--- src/rtl/answer_selector_multi.sv ---
`timescale 1ns/1ps
// answer_selector_multi: debounced up/down/center selection over NUM_ANSWERS
// choices with optional wrap-around, lock on center, unlock on clear.
// Optional auto-repeat on a held up/down button: ANSWER_SELECTOR_AUTOREPEAT_EN.
module answer_selector_multi #(
    parameter int unsigned NUM_ANSWERS     = 8,
    parameter int unsigned CODE_W          = 3,
    parameter int unsigned DEBOUNCE_CYCLES = 1000000,
    parameter int unsigned WRAP            = 1,
    parameter int unsigned REPEAT_DELAY    = 50000000,
    parameter int unsigned REPEAT_PERIOD   = 20000000
) (
    input  logic                   clk,
    input  logic                   rst,
    input  logic                   up_button,
    input  logic                   down_button,
    input  logic                   center_button,
    input  logic                   clear,
    output logic [CODE_W-1:0]      out_answer_select_code,
    output logic                   out_locked,
    output logic                   out_lock_pulse,
    output logic [NUM_ANSWERS-1:0] out_LED
);

    localparam int unsigned DB_W = $clog2(DEBOUNCE_CYCLES + 1);
    localparam logic [DB_W-1:0]   DB_LAST   = DB_W'(DEBOUNCE_CYCLES - 1);
    localparam logic [CODE_W-1:0] CODE_LAST = CODE_W'(NUM_ANSWERS - 1);

    if (NUM_ANSWERS < 2 || NUM_ANSWERS > 256 || (2 ** CODE_W) < NUM_ANSWERS ||
        DEBOUNCE_CYCLES < 1 || REPEAT_DELAY < 1 || REPEAT_PERIOD < 1) begin : g_bad_params
        $error("answer_selector_multi: invalid parameter set");
    end

    typedef enum logic {
        S_SELECT,
        S_LOCKED
    } state_e;

    // Button index: 0 = up, 1 = down, 2 = center.
    logic [2:0]      btn_raw;
    logic [2:0]      sync1_q, sync2_q, deb_q, deb_prev_q, press_q;
    logic [DB_W-1:0] cnt_q [3];

    state_e          state_q;
    logic [CODE_W-1:0] code_q, code_inc_d, code_dec_d;
    logic            lock_pulse_q;
    logic            up_ev, down_ev;

    assign btn_raw = {center_button, down_button, up_button};

    // Synchronise, debounce and edge-detect each button into a registered press pulse.
    always_ff @(posedge clk or posedge rst) begin
        if (rst) begin
            sync1_q    <= '0;
            sync2_q    <= '0;
            deb_q      <= '0;
            deb_prev_q <= '0;
            press_q    <= '0;
            for (int unsigned i = 0; i < 3; i++) cnt_q[i] <= '0;
        end else begin
            sync1_q    <= btn_raw;
            sync2_q    <= sync1_q;
            deb_prev_q <= deb_q;
            press_q    <= deb_q & ~deb_prev_q;
            for (int unsigned i = 0; i < 3; i++) begin
                if (sync2_q[i] == deb_q[i]) begin
                    cnt_q[i] <= '0;
                end else if (cnt_q[i] == DB_LAST) begin
                    deb_q[i] <= ~deb_q[i];
                    cnt_q[i] <= '0;
                end else begin
                    cnt_q[i] <= cnt_q[i] + 1'b1;
                end
            end
        end
    end

`ifdef ANSWER_SELECTOR_AUTOREPEAT_EN
    localparam int unsigned RPT_MAX = (REPEAT_DELAY > REPEAT_PERIOD) ? REPEAT_DELAY : REPEAT_PERIOD;
    localparam int unsigned RPT_W   = $clog2(RPT_MAX + 1);

    logic             rpt_active_q, rpt_first_q, rpt_up_q;
    logic [RPT_W-1:0] rpt_cnt_q;
    logic             one_held, rpt_fire;

    assign one_held = deb_q[0] ^ deb_q[1];
    assign rpt_fire = rpt_active_q && one_held && (deb_q[0] == rpt_up_q) &&
                      (rpt_cnt_q == (rpt_first_q ? RPT_W'(REPEAT_DELAY) : RPT_W'(REPEAT_PERIOD)));

    // Repeat timer: counts from the press pulse; first interval REPEAT_DELAY, then REPEAT_PERIOD.
    always_ff @(posedge clk or posedge rst) begin
        if (rst) begin
            rpt_active_q <= 1'b0;
            rpt_first_q  <= 1'b0;
            rpt_up_q     <= 1'b0;
            rpt_cnt_q    <= '0;
        end else if (state_q != S_SELECT || clear || !one_held ||
                     (rpt_active_q && (deb_q[0] != rpt_up_q))) begin
            rpt_active_q <= 1'b0;
            rpt_first_q  <= 1'b0;
            rpt_cnt_q    <= '0;
        end else if ((press_q[0] && deb_q[0]) || (press_q[1] && deb_q[1])) begin
            rpt_active_q <= 1'b1;
            rpt_first_q  <= 1'b1;
            rpt_up_q     <= deb_q[0];
            rpt_cnt_q    <= RPT_W'(1);
        end else if (rpt_active_q) begin
            if (rpt_fire) begin
                rpt_first_q <= 1'b0;
                rpt_cnt_q   <= RPT_W'(1);
            end else begin
                rpt_cnt_q <= rpt_cnt_q + 1'b1;
            end
        end
    end

    assign up_ev   = press_q[0] | (rpt_fire &  rpt_up_q);
    assign down_ev = press_q[1] | (rpt_fire & ~rpt_up_q);
`else
    assign up_ev   = press_q[0];
    assign down_ev = press_q[1];
`endif

    // Neighbouring codes with wrap or saturation at the ends.
    always_comb begin
        code_inc_d = code_q + 1'b1;
        code_dec_d = code_q - 1'b1;
        if (code_q == CODE_LAST) code_inc_d = (WRAP != 0) ? '0 : code_q;
        if (code_q == '0)        code_dec_d = (WRAP != 0) ? CODE_LAST : code_q;
    end

    // Selection FSM: clear has top priority, center beats up/down, up+down cancel.
    always_ff @(posedge clk or posedge rst) begin
        if (rst) begin
            state_q      <= S_SELECT;
            code_q       <= '0;
            lock_pulse_q <= 1'b0;
        end else begin
            lock_pulse_q <= 1'b0;
            case (state_q)
                S_SELECT: begin
                    if (clear) begin
                        code_q <= '0;
                    end else if (press_q[2]) begin
                        state_q      <= S_LOCKED;
                        lock_pulse_q <= 1'b1;
                    end else if (up_ev && !down_ev) begin
                        code_q <= code_inc_d;
                    end else if (down_ev && !up_ev) begin
                        code_q <= code_dec_d;
                    end
                end
                S_LOCKED: begin
                    if (clear) begin
                        state_q <= S_SELECT;
                        code_q  <= '0;
                    end
                end
                default: state_q <= S_SELECT;
            endcase
        end
    end

    // One-hot LED vector decoded from the registered code.
    always_comb begin
        out_LED = '0;
        for (int unsigned i = 0; i < NUM_ANSWERS; i++) out_LED[i] = (code_q == CODE_W'(i));
    end

    assign out_answer_select_code = code_q;
    assign out_locked             = (state_q == S_LOCKED);
    assign out_lock_pulse         = lock_pulse_q;

endmodule

--- config.mk ---
export PLATFORM = sky130hd
export DESIGN_NAME = answer_selector_multi
export DESIGN_NICKNAME = d
export VERILOG_FILES = /design/src/rtl/answer_selector_multi.sv
export SDC_FILE = /design/constraint.sdc
export NUM_CORES = 1
export LEC_CHECK = 0
export CORE_MARGIN = 5
export CORE_UTILIZATION = 40
export DETAILED_ROUTE_END_ITERATION = 10
export PLACE_DENSITY = 0.6
export SLEW_MARGIN = 20
export SYNTH_ARGS = -nofsm -noshare
export SYNTH_HDL_FRONTEND = slang
export SYNTH_SLANG_ARGS = --single-unit
--- constraint.sdc ---
create_clock -name clk -period 7.8 [get_ports clk]
set_input_delay 1.56 -clock clk [delete_from_list [all_inputs] [get_ports clk]]
set_output_delay 1.56 -clock clk [all_outputs]
set_load 0.05 [all_outputs]
# == Word level (Yosys, flattened, before mapping) ==
# Cells that the tools add are included.
# totals
reg_bits,80
latch_bits,0
mem_bits_rw,0
rom_bits,0
in_bits,6
output_inout_bits,13
word_cells,71
mem_count,0
# classes
n_addsub,5
multipliers,0
div_mod_pow,0
magnitude_cmp,0
eq_ne,16
n_shift,0
muxes,19
bitwise_logic,9
n_reduce_logical,9
# op_table
operator,count
20-bit two-way mux,6
"20-bit by 1-bit adder with 20-bit output, second input constant",3
"20-bit == test, second input constant",3
3-bit two-way mux,7
"3-bit == test, second input constant",4
1-bit NOT,7
"3-bit by 2-bit == test with 1-bit output, second input constant",2
3-bit case mux with 2 select lines,1
2-bit AND reduction,3
1-bit two-way mux,4
"4-bit != test, second input constant",1
"3-bit by 1-bit adder with 3-bit output, second input constant",1
3-bit bitwise AND,1
1-bit == test,3
"3-bit by 1-bit == test with 1-bit output, second input constant",1
3-bit zero test,1
"3-bit != test, second input constant",1
3-bit NOT,1
3-bit AND reduction,1
"3-bit by 1-bit subtractor with 3-bit output, second input constant",1
1-bit logical AND,2
1-bit zero test,2
"2-bit != test, second input constant",1
1-bit case mux with 2 select lines,1

# == Depth between registers and ports, before layout ==
# logic_depth
depth_word,7
ltp_mapped,6
depth_no_buf,6

# == Worst setup path before layout ==
# OpenSTA, ideal clock, no wires.
# synth_path
path_type,register to output
from,"reg code_q[0], in the netlist out_answer_select_code[0]"
to,out out_LED[0]
arrival_ps,1716
required_ps,6240
slack_ps,4524
stages_incl_launch_ff,4
n_path_buf,0
path_cell_list,dfrtp_1 -> inv_1 -> ha_1 -> nor2b_1
# synth_between
elab_chain_cells,1
# synth_rtl
item,line,rtl
start: declaration,45,"logic [CODE_W-1:0] code_q, code_inc_d, code_dec_d;"
start signal: assignment,148,code_q <= code_inc_d;
start signal: assignment,150,code_q <= code_dec_d;
3-bit zero test,167,for (int unsigned i = 0; i < NUM_ANSWERS; i++) out_LED[i] = (code_q == CODE_W'(i));
end: declaration,22,output logic [NUM_ANSWERS-1:0] out_LED
# No other way between the ends.

# == Worst setup path after layout ==
# Ends and elaborated chain as after synthesis.

==> flow_metrics.tcl <==
set metrics [dict create \
    peakVddDrop_mv 0.0952 \
    cts_hold_buf 0 \
    gp_congestion 0.774 \
    met3_usage 0.0400 \
    vias 2704 \
    cts-buffers-inserted 9 \
    place_inst 515 \
    ios 19 \
    rsz0062_at_grt "false" \
    yosys.area.top_type "dfrtp_1" \
    path_max_fanout 6 \
    area_delta_synth_final_pct 14.6 \
    slew_headroom 0.476 \
    die_h_um 108 \
    start_util 0.413 \
    drtAntennaViolNets 0 \
    cp-end-kind "output pin" \
    stdcell_count 531 \
    diodes 0 \
    ys_ff_latch 80 \
    drive_gt1_frac 0.0672 \
    dp.final_hpwl_um 4670 \
    vias_per_cell 5.09 \
    hold_viol 0 \
    cp.required_ns 6.24 \
    netlist_instances 374 \
    avgRoutedWirePerCell_um 12.9 \
    die_area_um2 11700 \
    hp-class "register to register" \
    worst_pin_slew_ns 0.787 \
    worst_slack_ns 4.09 \
    antenna_found_initial 0 \
    routed_wl_um 6860 \
    final_max_slew_viol_count 0 \
    top_usage_layer "met2" \
    cpPeakStageDelay_ns 0.82 \
    nNetsFinal 414 \
    coreArea_um2 9330 \
    arrival_ns 2.15 \
    p_clk_frac 0.407 \
    finalCritPeriodShare 0.475 \
    syn-cell-area_um2 3850 \
    grtUsageTotal 0.127 \
    synthTopCellsByArea "dfrtp_1 52%, xor2_1 5.9%, nor2_1 5.2%" \
    yosysUniqueCellTypes 38 \
    intPower_mw 0.668 \
    clockBufferDepth 2 \
    cts.htree.levels 3 \
    seq_area_frac_synth 0.520 \
    total_power_mw 0.890 \
    grt_pass1_wl_um 12100 \
    status "completed" \
    worstSkewPairLatency_ns 0.34 \
    dieWidth_um 108 \
    p_sw_mw 0.222 \
    grtUsageMet2 0.209 \
    drv_cap 0 \
    critPathLaunchType "register" \
    final.setup.tns_ns 0 \
    synth_fp_nets 391 \
    power.density_nw_per_um2 202 \
    yosysWarnings 0 \
    post-synth-top-count-cell "dfrtp_1" \
    drt_drc_violations_left 0 \
    p_comb_frac 0.108 \
    rows 35 \
    synth_commonest_cells "80 x dfrtp_1, 53 x nor2_1, 26 x xor2_1" \
    critPathKind "register to output pin" \
    synth.avg_cell_area_um2 10.3 \
    synth_top_area_frac 0.520 \
    ys_async_sr_fraction 1.00 \
    cts_tree "yes" \
    slowest_stage "clkdlybuf4s50_1" \
    grt_overflow 0 \
    first_iter_violations 124 \
    fmax_ghz 0.270 \
    clkTransAtPathRegs_ns 0.08 \
    n_fill_cell 879 \
    seqPwrFrac 0.485 \
    grt_start_max_net_pins 81 \
    use_met1 0.160 \
    ctsResizeCount 0 \
    ys.flop_type "dfrtp_1" \
    leakage_nw 1.85 \
    fin_skew_ns 0.00849 \
    setup_viol 0 \
    period_minus_slack_ns 3.71 \
    clkSinkCount 80 \
    cts_root_buf "clkbuf_8" \
    min_from "sync1_q[0]" \
    crit_start "out_answer_select_code[0]" \
    grt_pass1_vias 2726 \
    drt_pre_antenna_iters 4 \
    reg2reg_from "cnt_q[32]" \
    portBuffers 18 \
    dp_slack_ns 4.45 \
    netSwitchingFraction 0.249 \
    postCtsSetupBuffers 0 \
    crit_chain "inv_1 > ha_1 > nor2b_1 > clkdlybuf4s50_1" \
    synth_edf_count 0 \
]
==> placed cells by master (no fill, tap or decap), drive strengths merged, types with 5 or more instances in the layout <==
cell | Yosys | final
ha | 11 | 11
nor2 | 53 | 53
xnor2 | 19 | 19
clkbuf | 2 | 9
nand4 | 16 | 16
nand2 | 17 | 17
nor3 | 5 | 5
nor4 | 9 | 9
clkdlybuf4s50 | 0 | 18
or4 | 8 | 8
dfrtp | 80 | 80
or3 | 10 | 10
a21oi | 14 | 14
o31ai | 7 | 7
and3 | 7 | 7
and4 | 8 | 8
inv | 15 | 14
o21ai | 11 | 11
nand3 | 25 | 25
nor2b | 6 | 6
xor2 | 26 | 26
==> worst max-delay path, delay by kind of cell, from the launching register on <==
kind | cells | cell delay [ns]
fa+ha+maj | 1 | 0.21
flops | 1 | 0.44
buf+inv | 2 | 0.98
simple gates | 1 | 0.17
==> routing by layer <==
| layer | part of all wire | wire length [um] |
|---|---|---|
| met1 | 0.48 | 3320 |
| met2 | 0.47 | 3200 |
| met3 | 0.038 | 263 |
| met4 | 0.012 | 80 |
| met5 | 0 | 0 |
==> flip-flops by register name, summed over array words and instances (netlist names) <==
signal / cells
out_locked: 1
cnt_q: 60
out_answer_select_code: 3
deb_prev_q: 3
out_lock_pulse: 1
press_q: 3
sync2_q: 3
deb_q: 3
sync1_q: 3
==> per-stage QoR <==
| stage | hold slack, ns | instance area (um2) | util |
|---|---|---|---|
| after detailed placement | 0.336 | 4170 | 0.447 |
| after global placement | 0.334 | 4170 | 0.447 |
| after global routing | 0.373 | 4410 | 0.473 |
| after CTS | 0.354 | 4410 | 0.473 |
| after floorplan | 0.331 | 3850 | - |
| final | 0.351 | 4410 | 0.473 |
==> kinds of logic after synthesis <==
| group | share of synthesized area |
|---|---|
| fa+ha+maj | 0.0357 |
| xor+xnor | 0.102 |
| flops | 0.520 |
| buf+inv | 0.0276 |
| mux | 0.0114 |
| simple gates | 0.243 |
| compound gates | 0.0598 |
==> layout make-up <==
cell class	count	area (um2)	area share
clock buffers	9	124	0.0281
repair buffers	20	199	0.0451
inverters	15	57.6	0.0130
clock inverters	7	120	0.0272
well taps	129	161	0.0366
flip-flops and latches	80	2000	0.454
multi-input cells	271	1750	0.396
==> power by group through the flow <==
stage	clock network (mW)	registers, mW	logic (mW)
final	0.362	0.432	0.0962
after global routing	0.390	0.433	0.107
after CTS	0.377	0.432	0.0984
after detailed placement	0	0.440	0.0981
after global placement	0	0.439	0.0961
after floorplan	0	0.448	0.0603
==> final timing paths <==
| path | slack, ns | cells after the start | to |
|---|---|---|---|
| hold / removal | 0.35 | 0 | sync2_q[0] |
| min in group asynchronous | 1.72 | 3 | out_lock_pulse |
| setup / recovery | 4.09 | 4 | out_LED[0] |
| hold reg to reg | 0.35 | 0 | sync2_q[0] |
| max in group asynchronous | 5.60 | 3 | cnt_q[48] |
| setup reg to reg | 5.35 | 4 | cnt_q[32] |
(Power assumes the default switching activity.)
==> edit, RTL diff (config.mk and constraints unchanged) <==
Change the parameter `WRAP` from 1 to 0.
--- a/src/rtl/answer_selector_multi.sv
+++ b/src/rtl/answer_selector_multi.sv
@@ -7,5 +7,5 @@
     parameter int unsigned CODE_W          = 3,
     parameter int unsigned DEBOUNCE_CYCLES = 1000000,
-    parameter int unsigned WRAP            = 1,
+    parameter int unsigned WRAP            = 0,
     parameter int unsigned REPEAT_DELAY    = 50000000,
     parameter int unsigned REPEAT_PERIOD   = 20000000
Formal check against the unedited RTL: same outputs for any inputs over 10 cycles, from zero or initial values and one cycle with rst high; that may be too few to reach the edited logic, so the function may still have changed.
==> edit against the original RTL <==
  * Fmax rose by 2.5%
  * Routed wire length about the same
  * Design area down 0.62%
  * Worst setup slack improved by 0.091 ns
  * Area after synthesis is essentially flat
  * Sequential cell count did not move
  * Hold slack lost 0.00060 ns
  * Total power fell by 11%
  * Critical path type unchanged
  * Highest routed layer unchanged
==> edit: results (changes against the original RTL) <==
Cells and area
  – Fraction of layout instances using a drive strength above 1: 6.71% (about the same)
  – Ant. Diodes: 0 (unchanged)
  – Max reg flops: 60 (unchanged)
  – Final #Nets: 429 (+3.6%)
  – Fillers: 909 (+3.4%)
  – Most flops, register: cnt_q

Synth
  – Synthesis Warnings: 0 (unchanged)
  – Most area-consuming cells after synthesis: dfrtp_1 52%, xnor2_1 7.5%, nor2_1 5.6%, ha_1 3.6%, nand3_1 2.9%
  – Synth top cells by count: 80 x dfrtp_1, 57 x nor2_1, 33 x xnor2_1, 23 x nand2_1, 22 x nand3_1
  – Mapped Nets: 405 (+3.6%)
  – Netlist cell types: 39 (+2.6%)
  – Seq/Total Area, Yosys: 52.0% (about the same)
  – Post-synthesis async set-or-reset flop share: 100% (unchanged)

STA
  – Slew @ Worst Pin: 0.793 ns (+0.00659 ns)
  – Setup violators final: 0 (unchanged)
  – Skew final: 0.0101 ns (+0.00157 ns)

Placed design
  – Post-DP HPWL: 4720 um (+1.2%)
  – Final Wtd Congestion: 0.754 (-2.6%)
  – Area after DPL: 4180 um2 (+0.42%)

Global routing
  – Antenna violations before repair: 0 (unchanged)
  – All-layer global routing usage: 13.2% (+0.51 points)
  – First-pass GRT wire length: 12600 um (+3.5%)
  – Vias in the first global route: 2718 (-0.29%)
  – Largest net degree at the start of global routing: 81 (unchanged)

Min path
  – Hold crit path type: flip-flop to flip-flop
  – Hold path cells: 0 (unchanged)
  – Hold path endpoint: sync2_q[0]$_DFF_PP0_
  – Hold Startpoint: sync1_q[0]$_DFF_PP0_

Power
  – Leakage: 1.75 nW (-5.5%)
  – VDD IR max: 0.0000954 V (+0.16%)
  – Int Power: 0.607 mW (-9.2%)
  – Sequential logic power: about 0.43 mW
  – Share of total power in the clock network: 38.3% (-2.4 points)

Critical path
  – Cell family with most CP delay: buffers and inverters
  – Reg-to-reg endpoint: cnt_q[44]$_DFF_PP0_
  – R2R Setup Slk: 5.45 ns (+0.10 ns)
  – Worst R2R Path Depth: 5 (+1)
  – Crit-path slowest cell: clkdlybuf4s50_1
  – Max FO, Critical Path: 5 (-1)
  – Max incr delay on CP: 0.81 ns
  – Crit. Startpoint: out_answer_select_code[0]$_DFFE_PP0P_
  – Worst setup path end: out_LED[0]
  – Reg2reg start: cnt_q[56]$_DFF_PP0_

Clocking
  – CTS root buffer: clkbuf_8
  – Clk slew on worst S/H paths: 0.08 ns (about the same)
  – Htree depth: 3 (unchanged)
  – Clk Latency, worst-skew pair: 0.34 ns (about the same)
  – Post-CTS Repair Setup Buffers: 0 (unchanged)
  – CTS resizes: 0 (unchanged)
  – Cts bufs inserted: 9 (unchanged)
  – CTS Buffer Depth: 2 (unchanged)

Drt
  – Via count: 2784 (+3.0%)
  – Routed wire length: 6850 um (about the same)
  – First-pass iteration count of the detailed router: 4 (unchanged)
  – Drt first-iter violations: 134 (+8.1%)

Outcome
  – Status: completed
==> edit: cell types whose count changed after synthesis, moves of 3 or more <==
| cell | before | now |
|---|---|---|
| nor4_1 | 9 | 15 |
| nor2_1 | 53 | 57 |
| or3_1 | 10 | 14 |
| nand4_1 | 16 | 12 |
| xnor2_1 | 19 | 33 |
| nand2_1 | 17 | 23 |
| o21ai_0 | 10 | 15 |
| and4_1 | 8 | 2 |
| inv_1 | 15 | 19 |
| o31ai_1 | 6 | 3 |
| nand3_1 | 25 | 22 |
| and3_1 | 7 | 4 |
| nor3_1 | 5 | 8 |
| xor2_1 | 26 | 8 |
==> edit: kinds of logic (layout without fill, tap and decap cells) <==
group,after synthesis,after routing,share of synthesized area (%)
fa+ha+maj,11,11,3.57
compound gates,40,40,5.98
flops,80,80,52.0
xor+xnor,41,41,9.32
simple gates,184,184,24.8
mux,5,5,1.40
buf+inv,27,56,2.96
==> edit: per-stage QoR <==
step	power, mW	utilization (%)	setup WS (ns)	std cells	hold WS [ns]
2_1_floorplan	0.479	-	4.19	388	0.331
3_3_place_gp	0.498	44.8	4.59	530	0.334
3_5_place_dp	0.499	44.8	4.55	530	0.335
4_1_cts	0.805	47.0	4.16	546	0.353
5_1_grt	0.833	47.0	4.06	546	0.353
6_report	0.794	47.0	4.18	546	0.351
==> edit: area by class of cell <==
type	instances	area share (%)
repair buffers	21	4.71
inverters	19	1.65
well taps	129	3.68
clock buffers	13	3.62
flip-flops and latches	80	45.6
multi-input cells	281	39.8
clock inverters	3	0.913
==> edit: routing by layer <==
layer | GRT usage, % | vias to the layer above | wire [um]
met1 | 18.3 | 1345 | 3390
met2 | 20.6 | 38 | 3130
li1 | - | 1392 | -
met3 | 2.15 | 9 | 221
met5 | 0 | - | 0
met4 | 5.68 | 0 | 114
